$ cat config.mk
export PLATFORM = sky130hd
export DESIGN_NAME = dest_reg_tracker
export DESIGN_NICKNAME = d
export VERILOG_FILES = /design/src/rtl/dest_reg_tracker.sv
export SDC_FILE = /design/constraint.sdc
export NUM_CORES = 1
export LEC_CHECK = 0
export ABC_AREA = 1
export BUFFER_PORTS_ARGS = -buffer_cell sky130_fd_sc_hd__buf_2
export CORE_MARGIN = 5
export CORE_UTILIZATION = 51
export DETAILED_ROUTE_END_ITERATION = 6
export HOLD_SLACK_MARGIN = 0.06
export MAX_ROUTING_LAYER = met4
export PLACE_DENSITY_LB_ADDON = 0.3
export SYNTH_ARGS = -nofsm -noshare
export SYNTH_HDL_FRONTEND = slang
export SYNTH_SLANG_ARGS = --single-unit
$ cat constraint.sdc
create_clock -name clk -period 3.89 [get_ports clk]
set_clock_uncertainty 0.2 [all_clocks]
set_input_delay 0.5835 -clock clk [delete_from_list [all_inputs] [get_ports clk]]
set_output_delay 0.5835 -clock clk [all_outputs]
set_load 0.005 [all_outputs]
$ cat src/rtl/dest_reg_tracker.sv
// Carries each instruction's destination register and load flag through ID/EX, EX/MEM and MEM/WB
// for the hazard unit, inserting bubbles on stall/flush and holding EX while a multi-cycle op runs.
module dest_reg_tracker #(
    parameter int REG_ADDR_W  = 5,
    parameter int MUL_LATENCY = 4
) (
    input  logic                  clk,
    input  logic                  rst_n,
    input  logic [REG_ADDR_W-1:0] Rw_ID,
    input  logic                  RegWr_ID,
    input  logic                  LD_ID,
    input  logic                  MUL_ID,
    input  logic                  Stall_ID,
    input  logic                  Flush_ID,
    output logic [REG_ADDR_W-1:0] Rw_ID_EX,
    output logic                  LD_ID_EX,
    output logic [REG_ADDR_W-1:0] Rw_EX_MEM,
    output logic [REG_ADDR_W-1:0] Rw_MEM_WB,
    output logic                  Stall_Front,
    output logic                  EX_Busy
);

    localparam int CNT_W = $clog2(MUL_LATENCY) + 1;

    typedef enum logic {
        IDLE = 1'b0,
        BUSY = 1'b1
    } state_t;

    state_t                  state;
    logic [CNT_W-1:0]        mul_cnt;
    logic [CNT_W-1:0]        cnt_next;
    logic                    accept;
    logic [REG_ADDR_W-1:0]   rw_in;
    logic                    ld_in;

    logic                    vld_p0, vld_p1, vld_p2;
    logic [REG_ADDR_W-1:0]   rw_p0, rw_p1, rw_p2;
    logic                    ld_p0;

    // Non-writing instructions travel with rw=0 so they can never match a source register.
    assign rw_in = RegWr_ID ? Rw_ID : '0;
    assign ld_in = LD_ID && (rw_in != '0);

    assign state = (mul_cnt == '0) ? IDLE : BUSY;

    always_comb begin
        cnt_next = mul_cnt;
        accept   = 1'b0;
        unique case (state)
            IDLE: begin
                accept = !(Stall_ID || Flush_ID);
                if (accept && MUL_ID && (MUL_LATENCY > 1))
                    cnt_next = CNT_W'(MUL_LATENCY - 1);
            end
            BUSY: begin
                cnt_next = mul_cnt - CNT_W'(1);
            end
            default: cnt_next = '0;
        endcase
    end

    always_ff @(posedge clk or negedge rst_n) begin
        if (!rst_n) begin
            mul_cnt <= '0;
            vld_p0  <= 1'b0;
            vld_p1  <= 1'b0;
            vld_p2  <= 1'b0;
        end else begin
            mul_cnt <= cnt_next;
            // MEM/WB boundary
            vld_p2  <= vld_p1;
            if (state == BUSY) begin
                // EX/MEM boundary: EX is occupied, so a bubble drains downstream
                vld_p1 <= 1'b0;
            end else begin
                vld_p1 <= vld_p0;
                // ID/EX boundary
                vld_p0 <= accept;
            end
        end
    end

    always_ff @(posedge clk) begin
        rw_p2 <= rw_p1;
        if (state == IDLE)
            rw_p1 <= rw_p0;
        if (accept) begin
            rw_p0 <= rw_in;
            ld_p0 <= ld_in;
        end
    end

    assign Rw_ID_EX    = vld_p0 ? rw_p0 : '0;
    assign LD_ID_EX    = vld_p0 && ld_p0;
    assign Rw_EX_MEM   = vld_p1 ? rw_p1 : '0;
    assign Rw_MEM_WB   = vld_p2 ? rw_p2 : '0;
    assign EX_Busy     = (state == BUSY);
    assign Stall_Front = Stall_ID || (state == BUSY);

endmodule

Word-level counts from Yosys, hierarchy flattened
Index checks and enable logic that the tools add are counted.
Word-level totals
  register bits: 22
  input port bits: 12
  output and inout port bits: 18
  logic and storage cells: 27
Cells by class
  $add $sub $neg: 1
  equality and inequality tests: 1
  multiplexer cells: 9
  reduce and logical (&&, ||, !) cells: 8
Operator list (count)
  5-bit two-way mux: 4
  3-bit case mux with 2 select lines: 1
  5-bit nonzero test: 1
  1-bit logical AND: 3
  3-bit zero test: 1
  1-bit two-way mux: 3
  3-bit two-way mux: 1
  3-bit by 1-bit subtractor with 3-bit output, second input constant: 1
  1-bit logical OR: 2
  2-bit inequality test, second input constant: 1
  1-bit zero test: 1

Longest topological paths before layout
Gate-level depths: netlist (run 1).
  depth after elaboration: 5
  depth in mapped cells: 8
  mapped depth without buffers: 8

Worst setup path before layout (run 1)
OpenSTA, ideal clock, no wires.
  path type: reg2reg
  start point: register mul_cnt[0]
  end point: register ld_p0, enable pin
  setup time: 350 ps
  arrival time: 1235 ps
  required time: 3340 ps
  setup slack: 2105 ps
  cell stages (with the launch flop): 7
  path buffers: 0
  cell sequence: dfrtp_1 > inv_1 > ha_1 > inv_1 > nor2_8 > nand2_2 > nor2_1
On the way
  longest elaborated chain between the ends: 2
Ends and longest elaborated chain
  start: declaration: RTL line 31  | logic [CNT_W-1:0] mul_cnt;
  start signal: assignment: RTL line 70  | mul_cnt <= cnt_next;
  3-bit zero test: RTL line 45  | assign state = (mul_cnt == '0) ? IDLE : BUSY;
  1-bit two-way mux: RTL line 50  | unique case (state)
  named net accept: RTL line 33  | logic accept;
  end signal: assignment: RTL line 90  | ld_p0 <= ld_in;
  end: declaration: RTL line 39  | logic ld_p0;
The timed path passes the listed nets, and every way through them passes these cells.
A chain may end at the register's enable or synchronous reset.

Final worst setup path (run 1)
  start point: register mul_cnt[0]
  end point: output port Stall_Front
On the way
  longest elaborated chain between the ends: 3
Ends and longest elaborated chain
  3-bit zero test: RTL line 45
  1-bit two-way mux: RTL line 45
  1-bit logical OR: RTL line 99  | assign Stall_Front = Stall_ID || (state == BUSY);
  end: declaration: RTL line 19  | output logic Stall_Front,
No other way between the ends.

==> results by group, run 1 <==
Status
  – Status: complete, no violations

STA
  – RSZ-0062 raised after global routing: false
  – Worst hold slack: 0.1813 ns
  – Fmax: 448.2 MHz
  – Slew margin rel.: 69.41%
  – Post-route setup TNS: 0 ns
  – Ratio of final minimum period to clock period: 57.35%
  – Period minus WS final: 2.231 ns
  – Count of final hold-check violations: 0
  – Fin. max-slew vios: 0
  – Endpoints failing setup: 0
  – Slew @ Worst Pin: 0.4572 ns

Pwr
  – Max VDD drop: 0.0003209 V
  – P per Cell Area: 556.4 nW/um^2
  – Static Leak: 0.7005 nW

Worst setup path
  – Critical Path Max Stage Delay: 0.39 ns
  – Startpoint Class: flip-flop
  – CP required: 3.11 ns
  – Most frequent CP cell: inv_1
  – Worst Path Buf+Inv: 3
  – Peak fanout along the critical path: 11
  – Setup crit end kind: output port
  – Critical Path Slowest Stage Cell: dfrtp_1
  – Critical Path AT: 1.45 ns
  – CP delay by family, top: flip-flops
  – Cell Chain, Critical Path: inv_1 > ha_1 > inv_1 > nor2_8 > nand2_2 > buf_2
  – Worst setup path class: flip-flop to output port

Finish
  – Seq. cell area: 580.6 sq um
  – Fin cells: 154
  – Fin nets: 144
  – Ratio of cells with drive above 1 in the final layout: 28.68%
  – Multi-input logic area: 220.2 sq um
  – Diode count: 0
  – Fillcell total: 154
  – Final Instance Area: 1121 sq um
  – Layout area overhead: 22.91%

Clock network
  – CTS Buf Count: 3
  – CTS tree: built
  – H-tree levels: 1
  – CTS Buffer Depth: 2
  – Insertion delay to the later sink of the worst-skew pair: 0.29 ns
  – Root Buffer: clkbuf_4
  – Hold buffers post-CTS: 1
  – Clock sink total: 22
  – Clock slew at reported path FFs: 0.11 ns
  – Postcts setup bufs: 0
  – CTS resizes: 0

Synth
  – Post-synth top cells: 31 x nand2_1, 27 x inv_1, 11 x edfxtp_1
  – Ys flop type: edfxtp_1
  – Synth Register Bits: 22
  – Synth area leader: edfxtp_1
  – Synth cell types: 15
  – Netlist Area Pre-Place: 912.1 sq um
  – EDFF count, synth: 11
  – Cell with the most instances after synthesis: nand2_1
  – Async set or reset register ratio after synthesis: 27.27%
  – Yosys top cell area share: 36.21%
  – Syn Area/Cell: 9.501 sq um
  – Register area share after synthesis: 63.65%
  – Net Count, Synth: 110
  – Cells after Synth: 96
  – Yosys warnings: 0
  – Synth top area cells: edfxtp_1 36%, dfrtp_1 16%, nand2_1 13%, inv_1 11%, dfxtp_1 11%

Floorplan
  – Num ports: 30
  – Core area: 1708 sq um
  – Die height: 52.29 um
  – Site Rows: 15
  – Die span in x: 52.29 um
  – Die ar.: 2734 sq um
  – Starting Density: 53.41%

Global routing
  – GRT Overall Usage: 11.79%
  – GRT overflow: 0
  – Initial antenna violation count: 0
  – Vias in the first global route: 590
  – First-pass GRT wire length: 2339 um
  – Largest net degree at the start of global routing: 13

Place
  – Count of buffers from port buffering: 29
  – Cells after DPL: 149
  – Routability Congestion: 0.6729
  – Placed cell areas: 1085 sq um
  – Detailed placement HPWL: 1106 um

Hold path
  – Min-Delay Path Class: flip-flop to flip-flop

Drt
  – Remaining DRCs: 0
  – TritonRoute pass-1 iters: 3
  – Antenna Nets Post-Route: 0
  – WL/cell: 8.792 um
  – Routed WL: 1354 um
  – Starting DRC count in detailed routing: 8
  – DR vias/cell: 4.221
  – Via Count: 650

Job
  – Max cap viols: 0
per-stage QoR:
step	util, %	total power, mW	worst slack, ns
2_1_floorplan	-	0.4730	2.105
3_3_place_gp	63.52	0.5249	2.020
3_5_place_dp	63.52	0.5338	1.953
4_1_cts	65.64	0.6316	1.640
5_1_grt	65.64	0.6761	1.532
6_report	65.64	0.6238	1.659
state kept, by name, indices dropped and copies added, names as in the netlist:
name / cells
rw_p0: 5
rw_p1: 5
rw_p2: 5
mul_cnt: 3
ld_p0: 1
vld_p0: 1
vld_p1: 1
vld_p2: 1
area by class of cell:
class                      count  area share, %
timing repair buffer          30          13.84
sequential                    22          51.79
multi-input combinational     45          19.64
clock buffer                   3          2.009
inverter                      28          9.598
clock inverter                 1         0.3348
tap                           25          2.790
final timing paths:
| kind | start | end | slack (ns) | depth (start not counted) |
|---|---|---|---|---|
| worst max-delay path | mul_cnt[0] | Stall_Front | 1.66 | 6 |
| worst min-delay path | rw_p1[2] | rw_p2[2] | 0.18 | 0 |
| worst max register to register | mul_cnt[0] | rw_p0[0] | 1.96 | 6 |
| worst min register to register | rw_p1[2] | rw_p2[2] | 0.18 | 0 |
| max in group asynchronous | rst_n | vld_p1 | 2.87 | 2 |
| min in group asynchronous | rst_n | mul_cnt[1] | 0.47 | 2 |
layout by cell type, fill, tap and decap left out:
master         count
buf_2             29
clkbuf_4           3
clkinv_1           1
dfrtp_1            6
dfxtp_1            5
dlygate4sd3_1      1
edfxtp_1          11
ha_1               2
inv_1             27
inv_4              1
nand2_1           31
nand2_2            1
nand3_1            2
nor2_1             5
nor2_2             1
nor2_8             1
o21ai_2            1
xnor2_1            1
report_power, final:
group,internal (mW),leakage [nW],total [mW],switching [mW]
Clock,0.0373,0.0154,0.0983,0.0610
Sequential,0.305,0.220,0.343,0.0377
Combinational,0.0763,0.465,0.183,0.106
Total,0.419,0.701,0.624,0.205
cell families after synthesis:
| family | Yosys count | synth area share, % |
|---|---|---|
| and+or+nand+nor | 41 | 19.48 |
| buffers and inverters | 29 | 12.21 |
| DFF | 22 | 63.65 |
| adders and majority gates | 2 | 2.743 |
| AOI/OAI and AO/OA | 1 | 0.9604 |
| xor gates and xnor gates | 1 | 0.9604 |
metal layers:
layer,share of wire [%],up-vias,GRT usage [%]
li1,-,341,-
met1,38,286,12.00
met2,53,21,21.49
met3,8.1,2,3.419
met4,0.74,0,3.830
met5,0,-,-
Note: power is estimated with default switching activity, not from simulation.
==> inputs of run 2 (changes only) <==
--- a/config.mk
+++ b/config.mk
@@ -8,7 +8,7 @@
 export ABC_AREA = 1
 export BUFFER_PORTS_ARGS = -buffer_cell sky130_fd_sc_hd__buf_2
 export CORE_MARGIN = 5
-export CORE_UTILIZATION = 51
+export CORE_UTILIZATION = 48
 export DETAILED_ROUTE_END_ITERATION = 6
 export HOLD_SLACK_MARGIN = 0.06
 export MAX_ROUTING_LAYER = met4
==> constraint.sdc (replaced) <==
create_clock -name clk -period 2.3 [get_ports clk]
set_clock_uncertainty 0.2 [all_clocks]
set_input_delay 0.345 -clock clk [delete_from_list [all_inputs] [get_ports clk]]
set_output_delay 0.345 -clock clk [all_outputs]
set_load 0.005 [all_outputs]
==> run 2 against run 1 <==
Effect of this change: final cell count grew 0.65%; via count grew 2.3%; non-clock buffer count grew 1; combinational power grew 69%; setup slack lost 1.4 ns; global-route usage shrank 0.21 points; critical endpoint unchanged; highest routed layer unchanged.
==> results by group, run 2 (synthesis gave the netlist of run 1 again) <==
Worst setup path
  – Cell Chain, Critical Path: inv_1 > ha_1 > inv_1 > nor2_8 > nand2_2 > buf_2
  – Most frequent CP cell: inv_1
  – Worst setup path class: flip-flop to output port
  – Critical Path Slowest Stage Cell: dfrtp_1
  – CP delay by family, top: flip-flops
  – Peak fanout along the critical path: 11 (unchanged)
  – Setup crit end kind: output port
  – Critical Path AT: 1.47 ns (+0.02 ns)
  – Startpoint Class: flip-flop
  – Worst Path Buf+Inv: 3 (unchanged)
  – CP required: 1.75 ns (-1.36 ns)
  – Critical Path Max Stage Delay: 0.40 ns (about the same)

Global routing
  – GRT Overall Usage: 11.58% (-0.21 points)
  – Largest net degree at the start of global routing: 13 (unchanged)
  – GRT overflow: 0 (unchanged)
  – Vias in the first global route: 594 (+0.68%)
  – First-pass GRT wire length: 2297 um (-1.8%)
  – Initial antenna violation count: 0 (unchanged)

STA
  – Count of final hold-check violations: 0 (unchanged)
  – Setup ws final: 0.2861 ns (-1.373 ns)
  – Fmax: 496.5 MHz
  – Fin. max-slew vios: 0 (unchanged)
  – Slew @ Worst Pin: 0.4877 ns (+0.03055 ns)
  – RSZ-0062 raised after global routing: false
  – Period minus WS final: 2.014 ns
  – Slew margin rel.: 67.37% (-2.0 points)
  – Ratio of final minimum period to clock period: 87.56%
  – Endpoints failing setup: 0 (unchanged)
  – Post-route setup TNS: 0 ns (unchanged)

Finish
  – Fin nets: 145 (+0.69%)
  – Utilization after layout: 64.11% (-1.5 points)
  – Diode count: 0 (unchanged)
  – Most frequent cells in the layout: 31 x nand2_1, 29 x buf_2, 27 x inv_1
  – Biggest regs: rw_p0: 5 flops, rw_p1: 5 flops, rw_p2: 5 flops
  – Ratio of cells with drive above 1 in the final layout: 28.46% (-0.22 points)
  – Layout area overhead: 24.00%
  – Fin cells: 155 (+0.65%)
  – Commonest non-fill, non-tap cell in the layout: nand2_1

Place
  – Pre-CTS setup slack: 0.3065 ns (-1.646 ns)
  – Cells after DPL: 149 (unchanged)
  – Detailed placement HPWL: 1177 um (+6.4%)
  – Routability Congestion: 0.6465 (-3.9%)
  – Count of buffers from port buffering: 29 (unchanged)

Floorplan
  – Site Rows: 15 (unchanged)
  – Core area: 1764 sq um (+3.3%)
  – Die height: 53.59 um (+2.5%)
  – Die ar.: 2872 sq um (+5.0%)
  – Starting Density: 51.70% (-1.7 points)
  – Die span in x: 53.59 um (+2.5%)
  – Num ports: 30 (unchanged)

Clock network
  – CTS Buffer Depth: 2 (unchanged)
  – H-tree levels: 1 (unchanged)
  – Insertion delay to the later sink of the worst-skew pair: 0.29 ns (about the same)
  – CTS tree: built
  – Clock sink total: 22 (unchanged)
  – CTS Buf Count: 3 (unchanged)
  – Postcts setup bufs: 0 (unchanged)
  – Clock slew at reported path FFs: 0.11 ns (about the same)
  – Root Buffer: clkbuf_4

Drt
  – Antenna Nets Post-Route: 0 (unchanged)
  – TritonRoute pass-1 iters: 4 (+1)
  – Via Count: 665 (+2.3%)
  – Routed WL: 1430 um (+5.6%)
  – DR vias/cell: 4.290 (+1.6%)
  – Starting DRC count in detailed routing: 13 (+5)
  – WL/cell: 9.226 um (+4.9%)
  – Remaining DRCs: 0 (unchanged)

Job
  – Max cap viols: 0 (unchanged)

Status
  – Status: complete, no violations

Pwr
  – Static Leak: 0.7043 nW (+0.54%)
  – P per Cell Area: 941.7 nW/um^2 (+69%)
  – Max VDD drop: 0.0006053 V (+89%)

Hold path
  – Min-Delay Path Class: primary input to flip-flop
run 2: layout make-up:
cell class              instances  area (sq um)
repair buffers                 31         165.2
fillers                       168         633.1
well taps                      25         31.28
multi-input cells              45         220.2
clock buffers                   4         26.28
flip-flops and latches         22         580.6
inverters                      28         107.6
run 2: through the flow:
| step | power, mW | hold WS, ns | cell area, sq um |
|---|---|---|---|
| floorplan | 0.8000 | -0.1506 | 912.1 |
| global placement | 0.8879 | -0.02470 | 1085 |
| detailed placement | 0.9070 | -0.02504 | 1085 |
| CTS | 1.079 | 0.1176 | 1131 |
| global route | 1.149 | 0.1187 | 1131 |
| finish | 1.065 | 0.1245 | 1131 |
run 2: path summary, 6_finish.rpt:
check | from | endpoint | slack [ns] | cells past startpoint
setup / recovery | mul_cnt[0] | Stall_Front | 0.29 | 6
hold / removal | Rw_ID[1] | rw_p0[1] | 0.12 | 3
setup reg to reg | mul_cnt[0] | rw_p0[4] | 0.32 | 6
hold reg to reg | rw_p1[1] | rw_p2[1] | 0.18 | 0
max in group asynchronous | rst_n | vld_p2 | 1.57 | 2
min in group asynchronous | rst_n | vld_p0 | 0.19 | 2
run 2: layer usage:
layer	vias to the layer above	GRT usage, %	routed length [um]
met2	25	23.06	771
li1	344	-	-
met5	-	-	0
met4	0	3.830	8
met1	294	10.11	517
met3	2	3.324	133
run 2: timing repair:
item	4_1_cts	5_1_grt
gates resized for setup	0	0
hold buffers	2	0
hold endpoints to repair	7	0
run 2: where the power goes:
group / total (mW) / leakage, nW / internal [mW] / switching, mW
sequential: 0.583 / 0.220 / 0.516 / 0.0664
clock: 0.173 / 0.0150 / 0.0674 / 0.105
combinational: 0.310 / 0.470 / 0.131 / 0.179
total: 1.07 / 0.704 / 0.714 / 0.351
run 2: worst reg2reg max path: stages, from the launching register on:
cell and delay (ns):
dfrtp_1 0.40, inv_1 0.10, ha_1 0.16, inv_1 0.09, nor2_8 0.20, nand2_2 0.10, nor2_1 0.40
==> inputs of run 3 (changes only) <==
--- a/config.mk
+++ b/config.mk
@@ -13,6 +13,8 @@
 export HOLD_SLACK_MARGIN = 0.06
 export MAX_ROUTING_LAYER = met4
 export PLACE_DENSITY_LB_ADDON = 0.3
+export RECOVER_POWER = 50
+export SLEW_MARGIN = 30
 export SYNTH_ARGS = -nofsm -noshare
 export SYNTH_HDL_FRONTEND = slang
 export SYNTH_SLANG_ARGS = --single-unit
==> run 3 against run 2 <==
Effect of this change: global-route usage did not move; hold slack worse by 0.00050 ns; routed wire length increased by 0.84%; clock-buffer cell count unchanged; sequential power is essentially flat; critical path type unchanged; final cell count is the same; register-to-register slack is essentially flat; via count is 0.30% higher; core utilization decreased by 0.14 points.
==> results by group, run 3 (synthesis gave the netlist of run 1 again) <==
Clock network
  – CTS tree: built
  – Insertion delay to the later sink of the worst-skew pair: 0.29 ns (about the same)
  – CTS Buffer Depth: 2 (unchanged)
  – Clock slew at reported path FFs: 0.11 ns (about the same)
  – Root Buffer: clkbuf_4
  – CTS Buf Count: 3 (unchanged)
  – Clock sink total: 22 (unchanged)
  – H-tree levels: 1 (unchanged)

STA
  – Count of final hold-check violations: 0 (unchanged)
  – Slew margin rel.: 67.41% (about the same)
  – RSZ-0062 raised after global routing: false
  – Slew @ Worst Pin: 0.4871 ns (-0.0005758 ns)
  – Endpoints failing setup: 0 (unchanged)
  – Worst hold slack: 0.1239 ns (-0.0005030 ns)
  – Setup ws final: 0.2865 ns (+0.0004070 ns)
  – Fin. max-slew vios: 0 (unchanged)
  – Post-route setup TNS: 0 ns (unchanged)
  – Period minus WS final: 2.013 ns (-0.0004070 ns)
  – Fmax: 496.6 MHz (about the same)
  – Ratio of final minimum period to clock period: 87.54% (about the same)

Worst setup path
  – Cell Chain, Critical Path: inv_1 > ha_1 > inv_1 > nor2_8 > nand2_2 > buf_2
  – Setup crit end kind: output port
  – Critical Path AT: 1.47 ns (about the same)
  – Crit. path cell count: 6 (unchanged)
  – Reg-to-Reg Start: mul_cnt[0]
  – Worst Path Buf+Inv: 3 (unchanged)
  – Most frequent CP cell: inv_1
  – Critical Path Max Stage Delay: 0.40 ns (about the same)
  – CP delay by family, top: flip-flops
  – Critical Path Slowest Stage Cell: dfrtp_1
  – Reg-to-reg slack, setup: 0.32 ns (about the same)
  – Path depth of the worst reg2reg path: 6 (unchanged)
  – CP startpoint: mul_cnt[0]
  – Worst setup path end: Stall_Front
  – Peak fanout along the critical path: 11 (unchanged)
  – CP required: 1.75 ns (about the same)
  – Reg2reg end: rw_p0[4]
  – Worst setup path class: flip-flop to output port
  – Startpoint Class: flip-flop

Floorplan
  – Die height: 53.59 um (unchanged)
  – Core area: 1764 sq um (unchanged)
  – Starting Density: 51.70% (unchanged)
  – Num ports: 30 (unchanged)
  – Site Rows: 15 (unchanged)
  – Die ar.: 2872 sq um (unchanged)
  – Die span in x: 53.59 um (unchanged)

Finish
  – Layout area overhead: 23.73%
  – Diode count: 0 (unchanged)
  – Fin cells: 155 (unchanged)
  – Ratio of cells with drive above 1 in the final layout: 26.92% (-1.5 points)
  – Utilization after layout: 63.97% (-0.14 points)
  – Commonest non-fill, non-tap cell in the layout: nand2_1
  – Most frequent cells in the layout: 31 x nand2_1, 27 x inv_1, 27 x buf_2
  – Fin nets: 145 (unchanged)
  – Biggest regs: rw_p0: 5 flops, rw_p1: 5 flops, rw_p2: 5 flops
  – Final Instance Area: 1129 sq um (-0.22%)

Drt
  – TritonRoute pass-1 iters: 4 (unchanged)
  – DR vias/cell: 4.303 (+0.30%)
  – Antenna Nets Post-Route: 0 (unchanged)
  – Via Count: 667 (+0.30%)
  – Starting DRC count in detailed routing: 8 (-5)
  – Remaining DRCs: 0 (unchanged)
  – Routed WL: 1442 um (+0.84%)
  – WL/cell: 9.303 um (+0.84%)

Pwr
  – Combinational share of power: 29.1% (about the same)
  – Tot Pwr: 1.064 mW (-0.14%)
  – P per Cell Area: 942.5 nW/um^2 (about the same)
  – Internal power: 713.6 uW (about the same)
  – P_sw: 350.1 uW (-0.26%)
  – Max VDD drop: 0.0006054 V (about the same)
  – Register share of total power: 54.8% (about the same)
  – Clk network pwr share: 16.1% (about the same)
  – Static Leak: 0.6988 nW (-0.78%)
  – Switching Fraction: 32.91% (-0.041 points)

Hold path
  – Min-Delay Path Class: primary input to flip-flop
  – Min-Delay Path Depth: 3 (unchanged)

Global routing
  – First-pass GRT wire length: 2297 um (unchanged)
  – GRT overflow: 0 (unchanged)
  – Largest net degree at the start of global routing: 13 (unchanged)
  – Vias in the first global route: 594 (unchanged)
  – Initial antenna violation count: 0 (unchanged)
  – GRT Overall Usage: 11.58% (unchanged)

Place
  – Placed cell areas: 1085 sq um (unchanged)
  – Cells after DPL: 149 (unchanged)
  – Count of buffers from port buffering: 29 (unchanged)
  – Routability Congestion: 0.6465 (unchanged)
  – Detailed placement HPWL: 1177 um (unchanged)
  – Pre-CTS setup slack: 0.3065 ns (unchanged)

Job
  – Max cap viols: 0 (unchanged)

Status
  – Status: complete, no violations
run 3: cell types whose count changed in the layout (fill, tap and decap cells not counted):
cell      before  now
buf_2         29   27
clkbuf_1       1    3
run 3: area by class of cell:
class                   count  area [sq um]
flip-flops and latches     22         580.6
fillers                   169         635.6
clock buffers               4         26.28
inverters                  28         107.6
repair buffers             31         162.7
well taps                  25         31.28
multi-input cells          45         220.2
run 3: worst min-delay path by stage:
| stage | start | slack, ns | endpoint |
|---|---|---|---|
| 2_1_floorplan | rst_n | -0.15 | mul_cnt[0] |
| 3_3_place_gp | rst_n | -0.02 | mul_cnt[0] |
| 3_5_place_dp | rst_n | -0.03 | vld_p0 |
| 4_1_cts | MUL_ID | 0.12 | mul_cnt[1] |
| 5_1_grt | Rw_ID[2] | 0.12 | rw_p0[2] |
| 6_report | Rw_ID[1] | 0.12 | rw_p0[1] |
run 3: power groups by stage:
stage               clock network, mW  registers [mW]  logic, mW
global placement                    0           0.586      0.302
detailed placement                  0           0.591      0.316
floorplan                           0           0.565      0.235
global route                    0.195           0.596      0.359
finish                          0.172           0.582      0.310
CTS                             0.179           0.583      0.317
run 3: what timing repair did:
action	CTS	global route
hold buffers	2	0
resized for setup	0	0
endpoints found under the hold margin	7	0
buffers inserted	0	0
run 3: routing by layer:
metal / track usage [%] / share of wire (%) / vias to the layer above
met4: 3.830 / 0.28 / 0
met3: 3.324 / 9.5 / 2
met5: - / 0 / -
met1: 10.11 / 36 / 296
met2: 23.06 / 54 / 25
li1: - / - / 344
run 3: tightest hold or removal path, stage by stage:
cell and delay (ns):
buf_2 0.07, nand2_1 0.05, inv_1 0.05
